File: config.mk
export PLATFORM = sky130hd
export DESIGN_NAME = multiword_add_sequencer
export DESIGN_NICKNAME = d
export VERILOG_FILES = /design/src/rtl/multiword_add_sequencer_pkg.sv /design/src/rtl/carry_lookahead_16bit.sv /design/src/rtl/multiword_add_sequencer.sv
export SDC_FILE = /design/constraint.sdc
export NUM_CORES = 1
export LEC_CHECK = 0
export BUFFER_PORTS_ARGS = -buffer_cell sky130_fd_sc_hd__buf_2
export CAP_MARGIN = 10
export CELL_PAD_IN_SITES_DETAIL_PLACEMENT = 1
export CELL_PAD_IN_SITES_GLOBAL_PLACEMENT = 1
export CORE_UTILIZATION = 44
export CTS_CLUSTER_DIAMETER = 80
export CTS_CLUSTER_SIZE = 14
export DETAILED_ROUTE_END_ITERATION = 6
export GPL_ROUTABILITY_DRIVEN = 0
export HOLD_SLACK_MARGIN = 0.06
export PLACE_DENSITY = 0.86
export SLEW_MARGIN = 0
export SYNTH_ARGS = -nofsm -noshare
export SYNTH_HDL_FRONTEND = slang
export SYNTH_SLANG_ARGS = --single-unit
File: constraint.sdc
create_clock -name Clk -period 8.7 [get_ports Clk]
set_input_delay 1.74 -clock Clk [delete_from_list [all_inputs] [get_ports Clk]]
set_output_delay 1.74 -clock Clk [all_outputs]
set_load 0.01 [all_outputs]
File: src/rtl/multiword_add_sequencer_pkg.sv
// Shared definitions for the multi-word add sequencer: word width, FSM
// encodings and the index-counter width helper.
package multiword_add_sequencer_pkg;

    localparam int WORD_W = 16;

    typedef enum logic [1:0] {
        IDLE = 2'd0,
        ADD  = 2'd1,
        DONE = 2'd2
    } state_t;

    // Index counter width; never narrower than one bit.
    function automatic int idx_width(input int words);
        return (words <= 2) ? 1 : $clog2(words);
    endfunction

endpackage

File: src/rtl/carry_lookahead_16bit.sv
// 16-bit adder built from four 4-bit groups with group-level carry lookahead.
module carry_lookahead_16bit (
    input  logic [15:0] X,
    input  logic [15:0] Y,
    input  logic        Cin,
    output logic [15:0] S,
    output logic        Cout
);

    logic [15:0] g;
    logic [15:0] p;
    logic [3:0]  gg;
    logic [3:0]  gp;
    logic [3:0]  cg;
    logic        cc;

    always_comb begin
        g  = X & Y;
        p  = X ^ Y;
        gg = '0;
        gp = '0;
        cg = '0;
        cc = 1'b0;
        S  = '0;
        for (int k = 0; k < 4; k++) begin
            gg[k] = g[4*k+3]
                  | (p[4*k+3] & g[4*k+2])
                  | (p[4*k+3] & p[4*k+2] & g[4*k+1])
                  | (p[4*k+3] & p[4*k+2] & p[4*k+1] & g[4*k]);
            gp[k] = &p[4*k +: 4];
        end
        // Group carries come straight from group generate/propagate terms.
        cg[0] = Cin;
        cg[1] = gg[0] | (gp[0] & Cin);
        cg[2] = gg[1] | (gp[1] & gg[0]) | (gp[1] & gp[0] & Cin);
        cg[3] = gg[2] | (gp[2] & gg[1]) | (gp[2] & gp[1] & gg[0])
              | (gp[2] & gp[1] & gp[0] & Cin);
        Cout  = gg[3] | (gp[3] & cg[3]);
        for (int k = 0; k < 4; k++) begin
            cc = cg[k];
            for (int j = 0; j < 4; j++) begin
                S[4*k+j] = p[4*k+j] ^ cc;
                cc       = g[4*k+j] | (p[4*k+j] & cc);
            end
        end
    end

endmodule

File: src/rtl/multiword_add_sequencer.sv
// Adds two WORDS x 16-bit operands one word per cycle through one shared
// 16-bit adder. Define MULTIWORD_ADD_SUB_EN to add a Sub input (A - B).
module multiword_add_sequencer
    import multiword_add_sequencer_pkg::*;
#(
    parameter int WORDS = 4
) (
    input  logic                      Clk,
    input  logic                      Rst,
    input  logic                      Start,
    input  logic [WORD_W*WORDS-1:0]   A,
    input  logic [WORD_W*WORDS-1:0]   B,
    input  logic                      Cin,
`ifdef MULTIWORD_ADD_SUB_EN
    input  logic                      Sub,
`endif
    output logic                      Ready,
    output logic                      Busy,
    output logic                      Done,
    output logic [WORD_W*WORDS-1:0]   Sum,
    output logic                      Cout,
    output logic                      Ovf,
    output state_t                    dbg_state
);

    // Handshake: a request is taken on any rising edge where Start=1 and
    // Ready=1; Start at any other time is dropped. Done pulses for one cycle
    // and Sum/Cout/Ovf stay valid until the next accepted request.

    localparam int N     = WORD_W * WORDS;
    localparam int IDX_W = idx_width(WORDS);

    state_t             state_q;
    state_t             state_n;
    logic [IDX_W-1:0]   idx_q;
    logic               carry_q;
    logic [N-1:0]       a_lat;
    logic [N-1:0]       b_lat;
    logic               last_word;
    logic [WORD_W-1:0]  x_word;
    logic [WORD_W-1:0]  y_word;
    logic [WORD_W-1:0]  add_s;
    logic               add_cout;

`ifdef MULTIWORD_ADD_SUB_EN
    logic               sub_lat;
    assign y_word = sub_lat ? ~b_lat[WORD_W*idx_q +: WORD_W] : b_lat[WORD_W*idx_q +: WORD_W];
`else
    assign y_word = b_lat[WORD_W*idx_q +: WORD_W];
`endif

    assign x_word    = a_lat[WORD_W*idx_q +: WORD_W];
    assign last_word = (idx_q == IDX_W'(WORDS - 1));
    assign dbg_state = state_q;

    carry_lookahead_16bit u_adder (
        .X    (x_word),
        .Y    (y_word),
        .Cin  (carry_q),
        .S    (add_s),
        .Cout (add_cout)
    );

    always_comb begin
        state_n = state_q;
        Ready   = 1'b0;
        Busy    = 1'b0;
        Done    = 1'b0;
        case (state_q)
            IDLE: begin
                Ready = 1'b1;
                if (Start) state_n = ADD;
            end
            ADD: begin
                Busy = 1'b1;
                if (last_word) state_n = DONE;
            end
            DONE: begin
                Busy    = 1'b1;
                Done    = 1'b1;
                state_n = IDLE;
            end
            default: state_n = IDLE;
        endcase
    end

    always_ff @(posedge Clk or posedge Rst) begin
        if (Rst) begin
            state_q <= IDLE;
            idx_q   <= '0;
            carry_q <= 1'b0;
            a_lat   <= '0;
            b_lat   <= '0;
            Sum     <= '0;
            Cout    <= 1'b0;
            Ovf     <= 1'b0;
`ifdef MULTIWORD_ADD_SUB_EN
            sub_lat <= 1'b0;
`endif
        end else begin
            state_q <= state_n;
            case (state_q)
                IDLE: if (Start) begin
                    a_lat <= A;
                    b_lat <= B;
                    idx_q <= '0;
`ifdef MULTIWORD_ADD_SUB_EN
                    sub_lat <= Sub;
                    carry_q <= Sub ? 1'b1 : Cin;
`else
                    carry_q <= Cin;
`endif
                end
                ADD: begin
                    Sum[WORD_W*idx_q +: WORD_W] <= add_s;
                    carry_q <= add_cout;
                    if (last_word) begin
                        // y_word carries the (possibly inverted) B sign bit here.
                        Cout  <= add_cout;
                        Ovf   <= (a_lat[N-1] == y_word[WORD_W-1]) && (add_s[WORD_W-1] != a_lat[N-1]);
                        idx_q <= '0;
                    end else begin
                        idx_q <= idx_q + 1'b1;
                    end
                end
                default: ;
            endcase
        end
    end

endmodule
==> results of run 1 <==
## metrics by stage
stage	setup WS, ns	utilization (%)	area (sq um)	hold slack, ns	cells
after global placement	4.10	51.5	10100	0.455	1087
after global routing	3.62	54.4	10700	0.499	1120
after floorplan	1.53	-	8910	0.474	650
after CTS	3.90	54.4	10700	0.482	1118
final	3.97	54.4	10700	0.474	1124
after detailed placement	3.93	51.5	10100	0.466	1087
## layout make-up
type,instances,area share (%)
clock buffers,22,4.34
clock inverters,9,0.877
inverters,33,1.23
well taps,265,3.10
flip-flops and latches,199,46.6
diodes,6,0.140
repair buffers,205,9.66
multi-input cells,385,34.1
## power by group
group	leakage (uW)	switching, uW	internal, uW
Clock	0.000267	347	412
Combinational	0.00236	1320	1080
Sequential	0.00247	275	1350
## synthesized netlist by cell type, types with 3 or more instances
cell        n  area share (%)
dfrtp_1   199              56
mux2_2    128              16
nand2_1    71             3.0
o21ai_0    65             3.7
inv_1      32             1.3
mux4_2     32             8.1
ha_1       25             3.5
buf_2      16            0.90
clkbuf_1   14            0.59
fa_1       12             2.7
a21oi_1    11            0.62
nor2_1      5            0.21
nand3_1     4            0.22
o21ai_1     4            0.22
nand4_1     3            0.21
xor2_1      3            0.29
## sequential cells by signal, indices dropped and copies added, names as in the netlist
register and cells:
Cout 1, Ovf 1, Sum 64, idx_q 2
dbg_state 2, carry_q 1, a_lat 64, b_lat 64
## per-layer routing
layer	up-vias	global-route usage [%]	wire, um
li1	2675	-	-
met1	3045	31.0	9970
met3	30	4.93	1110
met4	4	7.37	370
met2	185	38.5	11400
met5	-	0	31
## final timing paths
check	from	end	slack [ns]
worst max register to register	idx_q[0]	Ovf	3.97
worst min-delay path	Sum[0]	Sum[0]	0.47
min in group asynchronous	Rst	Sum[13]	1.50
worst max-delay path	idx_q[0]	Ovf	3.97
worst min register to register	Sum[0]	Sum[0]	0.47
max in group asynchronous	Rst	a_lat[10]	5.78
## layout by cell type, fill, tap and decap left out, types with 12 or more instances in the layout
master,instances
buf_2,202
clkbuf_16,17
dfrtp_1,197
fa_1,12
ha_1,25
inv_1,31
mux2_2,128
mux4_2,32
nand2_1,70
o21ai_0,65
## worst max-delay path, delay by kind of cell (launching register included)
family,cells,cell delay (ns)
AOI/OAI and AO/OA,3,0.66
xor gates and xnor gates,1,0.45
adders and majority gates,4,1.11
buffers and inverters,2,0.64
DFF,1,0.40
muxes,1,0.62
and+or+nand+nor,3,0.66
## logic make-up (layout without fill, tap and decap cells)
group           count (synthesis)  after routing
flops                         199            199
fa+ha+maj                      37             37
compound gates                 92             92
buf+inv                        66            269
xor+xnor                        4              4
mux                           160            160
other cells                     0              6
simple gates                   92             92
==> metrics.md, run 1 <==
| Metric | Value |
|---|---|
| Status | completed |
| Routed len/inst | 20.3 um |
| Reg2Reg Depth | 14 |
| Nets | 1010 |
| Complex-gate fraction of the synthesized area | around 5.7% |
| Wirelength, routed | 22900 um |
| Global-route wire length before repair | 35800 um |
| Final Power | 4780 uW |
| Largest net degree at the start of global routing | 141 |
| Max-cap violations | 0 |
| XOR/XNOR Fraction of Synth Area | 0.393% |
| Initial antenna violation count | 7 |
| Core ar. | 0.0197 sq mm |
| Worst hold path class | flip-flop to flip-flop |
| Clock latency on the worst-skew pair | between 0.4 and 0.5 ns |
| #FFs+latches synth | a little under 200 |
| Area of the multi-input gates | between 0.003 and 0.004 sq mm |
| Share of post-route cells with drive strength above 1 | a little under half |
| Max IR drop VDD | between 0.2 and 0.25 mV |
| Hold path cells | 2 |
| Hold-fix buffers, CTS | 0 |
| Final number of setup-violating endpoints | 0 |
| Post-Syn Area | between 0.008 and 0.009 sq mm |
| Critical Path AT | 5.00 ns |
| Die width | 144 um |
| Mapped Cells | 650 |
| # port buffers | 202 |
| Worst path required time | 8.98 ns |
| HPWL Detailed | 16500 um |
| Pwr Density | about 450 mW/mm^2 |
| Crit-path cells | buf_4 -> mux4_2 -> ha_1 -> and3_1 -> a221oi_1 -> nor2b_1 -> o21a_1 -> fa_1 -> fa_1 -> inv_1 -> fa_1 -> xnor2_1 -> or3_1 -> a41oi_2 |
| Crit-path most repeated cell | fa_1 |
| Syn Area/Cell | 13.7 sq um |
| EDFF count, synth | 0 |
| Unique cell type count in the Yosys netlist | 36 |
| Syn-to-layout area delta | 20.1% |
| Reg area | 0.00498 sq mm |
| Hold Vio Cnt, Final | 0 |
| Critical path class | flip-flop to flip-flop |
| Drt initial violations | 235 |
| Num Clock Sinks | 199 |
| Setup Fix Bufs, Post-CTS | 0 |
| # resized after CTS | 0 |
| Vias in the first global route | 6452 |
| Final Critical Period | 4.73 ns |
| CP startpoint kind | flip-flop |
| GRT Overall Usage | 23.4% |
| Sum Neg Setup Slack | 0 ns |
| Asr flop ratio synth | 100% |
| Yosys warnings | 0 |
| CTS HTree Levels | 4 |
| GRT overflow | 0 |
| Clock Tree Buf Depth | 2 |
| First drt pass iteration count | 4 |
| Final period utilization | 54.3% |
| Max_slew headroom | 34.4% |
| Adder-Cell Fraction of Synth Area | under 10% |
| I/O pins | a little over 200 |
| Largest family of logic cells by synthesized area | multiplexers |
| Slew of the pin with the lowest slew margin | 0.984 ns |
| Post-synthesis simple-gate area fraction | 4.33% |
| DRC viols | 0 |
| Fin. max-slew vios | 0 |
| Post-synth top flop | dfrtp_1 |
| Sequential share of the synthesized area | 55.9% |
| Lkg Pwr | 0.00509 uW |
| DIE HEIGHT | 144 um |
| Die ar. | 0.0208 sq mm |
| Reg clk slew, reported paths | 0.07 ns |
| CTS Buf Count | 17 |
| CTS tree | yes |
| CP Capture Type | flip-flop |
| Cell row count | 51 |
| Vias per cell | 5.28 |
| Mux share of post-synthesis cell area | 24.3% |
| RSZ-0062 raised after global routing | false |
| Number of routed nets with antenna violations | 0 |
| Crit path max-delay cell type | mux4_2 |
| Final Skew | 0.00903 ns |
| Fillers | 2047 |
| CP max FO | 35 |
| Root buf cell | clkbuf_16 |
| Fmax | ~210 MHz |
| Syn Nets | around 800 |
| Routed vias | about 5900 |
| Slowest Stage Delay on Critical Path | 0.62 ns |
| Initial Utilization | a little under half |
(Power assumes the default switching activity.)
==> run 2: changes to the inputs <==
==> constraint.sdc (replaced) <==
create_clock -name Clk -period 4.4 [get_ports Clk]
set_input_delay 0.88 -clock Clk [delete_from_list [all_inputs] [get_ports Clk]]
set_output_delay 0.88 -clock Clk [all_outputs]
set_load 0.01 [all_outputs]
==> metrics.md, run 2 (same netlist as run 1, synthesis figures left out) <==
| Metric | Value |
|---|---|
| Status | completed |
| Worst reg-to-reg setup slack | 0.23 ns |
| Clock Tree Buf Depth | 2 |
| Final period utilization | 94.8% |
| Slew of the pin with the lowest slew margin | 1.02 ns |
| Die ar. | 0.0208 sq mm |
| R2r startpoint | idx_q[0] |
| Vias per cell | approximately 5.4 |
| Drt initial violations | 229 |
| Lkg Pwr | between 0.005 and 0.006 uW |
| Final hold slack | 0.417 ns |
| DIE HEIGHT | 144 um |
| Worst hold path class | primary input to asynchronous set/reset pin |
| Largest net degree at the start of global routing | between 100 and 150 |
| Comb power frac | around 51% |
| CP Capture Type | flip-flop |
| Nets | between 1000 and 1500 |
| Global-route wire length before repair | ~37000 um |
| CTS tree | yes |
| Reg area | ~0.005 sq mm |
| Crit path max-delay cell type | mux4_2 |
| CP max FO | 20 |
| Fillers | 2054 |
| Max IR drop VDD | approximately 0.4 mV |
| Clk network pwr share | 16.5% |
| Core ar. | between 0.015 and 0.02 sq mm |
| Crit-path most repeated cell | fa_1 |
| First drt pass iteration count | 4 |
| Final Skew | 0.00615 ns |
| RSZ-0062 raised after global routing | false |
| Sum Neg Setup Slack | 0 ns |
| CP startpoint kind | flip-flop |
| Fin. max-slew vios | 0 |
| # port buffers | 202 |
| Final Critical Period | 4.17 ns |
| Syn-to-layout area delta | 21.6% |
| Setup WS pre-CTS | 0.243 ns |
| Switching share of power | 40.2% |
| Max-cap violations | 0 |
| Share of post-route cells with drive strength above 1 | 47.4% |
| Placed cell area | 0.0102 sq mm |
| Critical path class | flip-flop to flip-flop |
| GRT Overall Usage | 24.5% |
| Number of routed nets with antenna violations | 0 |
| Int Power | between 5000 and 6000 uW |
| Seq pwr share | 33.1% |
| CTS HTree Levels | 4 |
| Max_slew headroom | 31.7% |
| Clock latency on the worst-skew pair | 0.43 ns |
| Worst path required time | approximately 4.8 ns |
| I/O pins | between 200 and 250 |
| Reg clk slew, reported paths | approximately 0.07 ns |
| Cell row count | a little over 50 |
| CTS Buf Count | 17 |
| Num Clock Sinks | 199 |
| Die width | 144 um |
| Worst setup margin | 0.228 ns |
| GRT overflow | 0 |
| Most frequent cells in the layout | 202 x buf_2, 197 x dfrtp_1, 128 x mux2_2 |
| Initial Utilization | 45.3% |
| Routed vias | 6069 |
| Commonest non-fill, non-tap cell in the layout | buf_2 |
| Pwr Density | ~900 mW/mm^2 |
| Area of the multi-input gates | 0.00366 sq mm |
| Fmax | 240 MHz |
| Hold Vio Cnt, Final | 0 |
| Crit-path cells | buf_4 -> mux4_2 -> ha_1 -> nand3_1 -> o22ai_1 -> o211a_1 -> nor2b_1 -> o21a_1 -> fa_1 -> fa_1 -> inv_1 -> fa_1 -> xnor2_1 -> or3_1 -> a41oi_2 |
| Reg2Reg Depth | 15 |
| Routed len/inst | 21.1 um |
| Finished Cell Area | 0.0108 sq mm |
| Root buf cell | clkbuf_16 |
| Slowest Stage Delay on Critical Path | between 0.5 and 0.6 ns |
| DRC viols | 0 |
| Critical Path AT | 4.52 ns |
| Final number of setup-violating endpoints | 0 |
| Psw | approximately 4000 uW |
| HPWL Detailed | 17600 um |
| Largest registers | Sum (64), a_lat (64), b_lat (64) |
| Vias in the first global route | 6735 |
| R2r endpoint | Ovf |
| Initial antenna violation count | 7 |
| Wirelength, routed | 23800 um |
run 2: cell types whose count changed in the layout (fill, tap and decap cells not counted), sizes merged:
cell    previous run  this run
bufinv             1         3
clkinv             4         2
buf              205       211
inv               35        33
diode              6         5
run 2: how the worst max path moves through the flow:
| stage | start | cells past startpoint | end |
|---|---|---|---|
| 2_1_floorplan | idx_q[0] | 15 | Ovf |
| 3_3_place_gp | idx_q[0] | 15 | Ovf |
| 3_5_place_dp | idx_q[0] | 15 | Ovf |
| 4_1_cts | idx_q[0] | 15 | Ovf |
| 5_1_grt | idx_q[0] | 15 | Ovf |
| 6_report | idx_q[0] | 15 | Ovf |
run 2: routing by layer:
metal	global-route usage [%]	up-vias	wire [um]
met3	5.53	28	1220
met5	0	-	31
li1	-	2680	-
met2	40.0	193	11600
met1	32.0	3164	10500
met4	8.86	4	416
run 2: repair_timing:
action,CTS,global route
endpoints found under the setup margin,0,1
hold buffers,0,0
gates resized for setup,0,2
buffers inserted,0,0
run 2: through the flow:
step | instances | utilization, % | total power (uW)
after floorplan | 650 | - | 6280
after global placement | 1093 | 52.0 | 7800
after detailed placement | 1093 | 52.0 | 8130
after CTS | 1122 | 55.0 | 9790
after global routing | 1124 | 55.1 | 10500
final | 1127 | 55.1 | 9780
run 2: cell type report:
cell class | count | share of cell area (%)
flip-flops and latches | 199 | 46.0
clock buffers | 22 | 4.38
multi-input cells | 385 | 33.7
well taps | 265 | 3.06
inverters | 33 | 1.18
clock inverters | 7 | 1.11
repair buffers | 211 | 10.4
diodes | 5 | 0.115
run 2: power groups by stage:
stage / clock, uW / sequential, uW / combinational, uW
2_1_floorplan: 0 / 3110 / 3160
3_3_place_gp: 0 / 3190 / 4610
3_5_place_dp: 0 / 3260 / 4870
4_1_cts: 1630 / 3230 / 4930
5_1_grt: 1700 / 3330 / 5430
6_report: 1610 / 3230 / 4930
run 2: worst max-delay path: cells and delay by family, from the launching register on:
family | cells | cell delay, ns
buffers and inverters | 2 | 0.43
adders and majority gates | 4 | 1.26
xor gates and xnor gates | 1 | 0.10
and+or+nand+nor | 3 | 0.51
muxes | 1 | 0.59
DFF | 1 | 0.39
AOI/OAI and AO/OA | 4 | 0.82
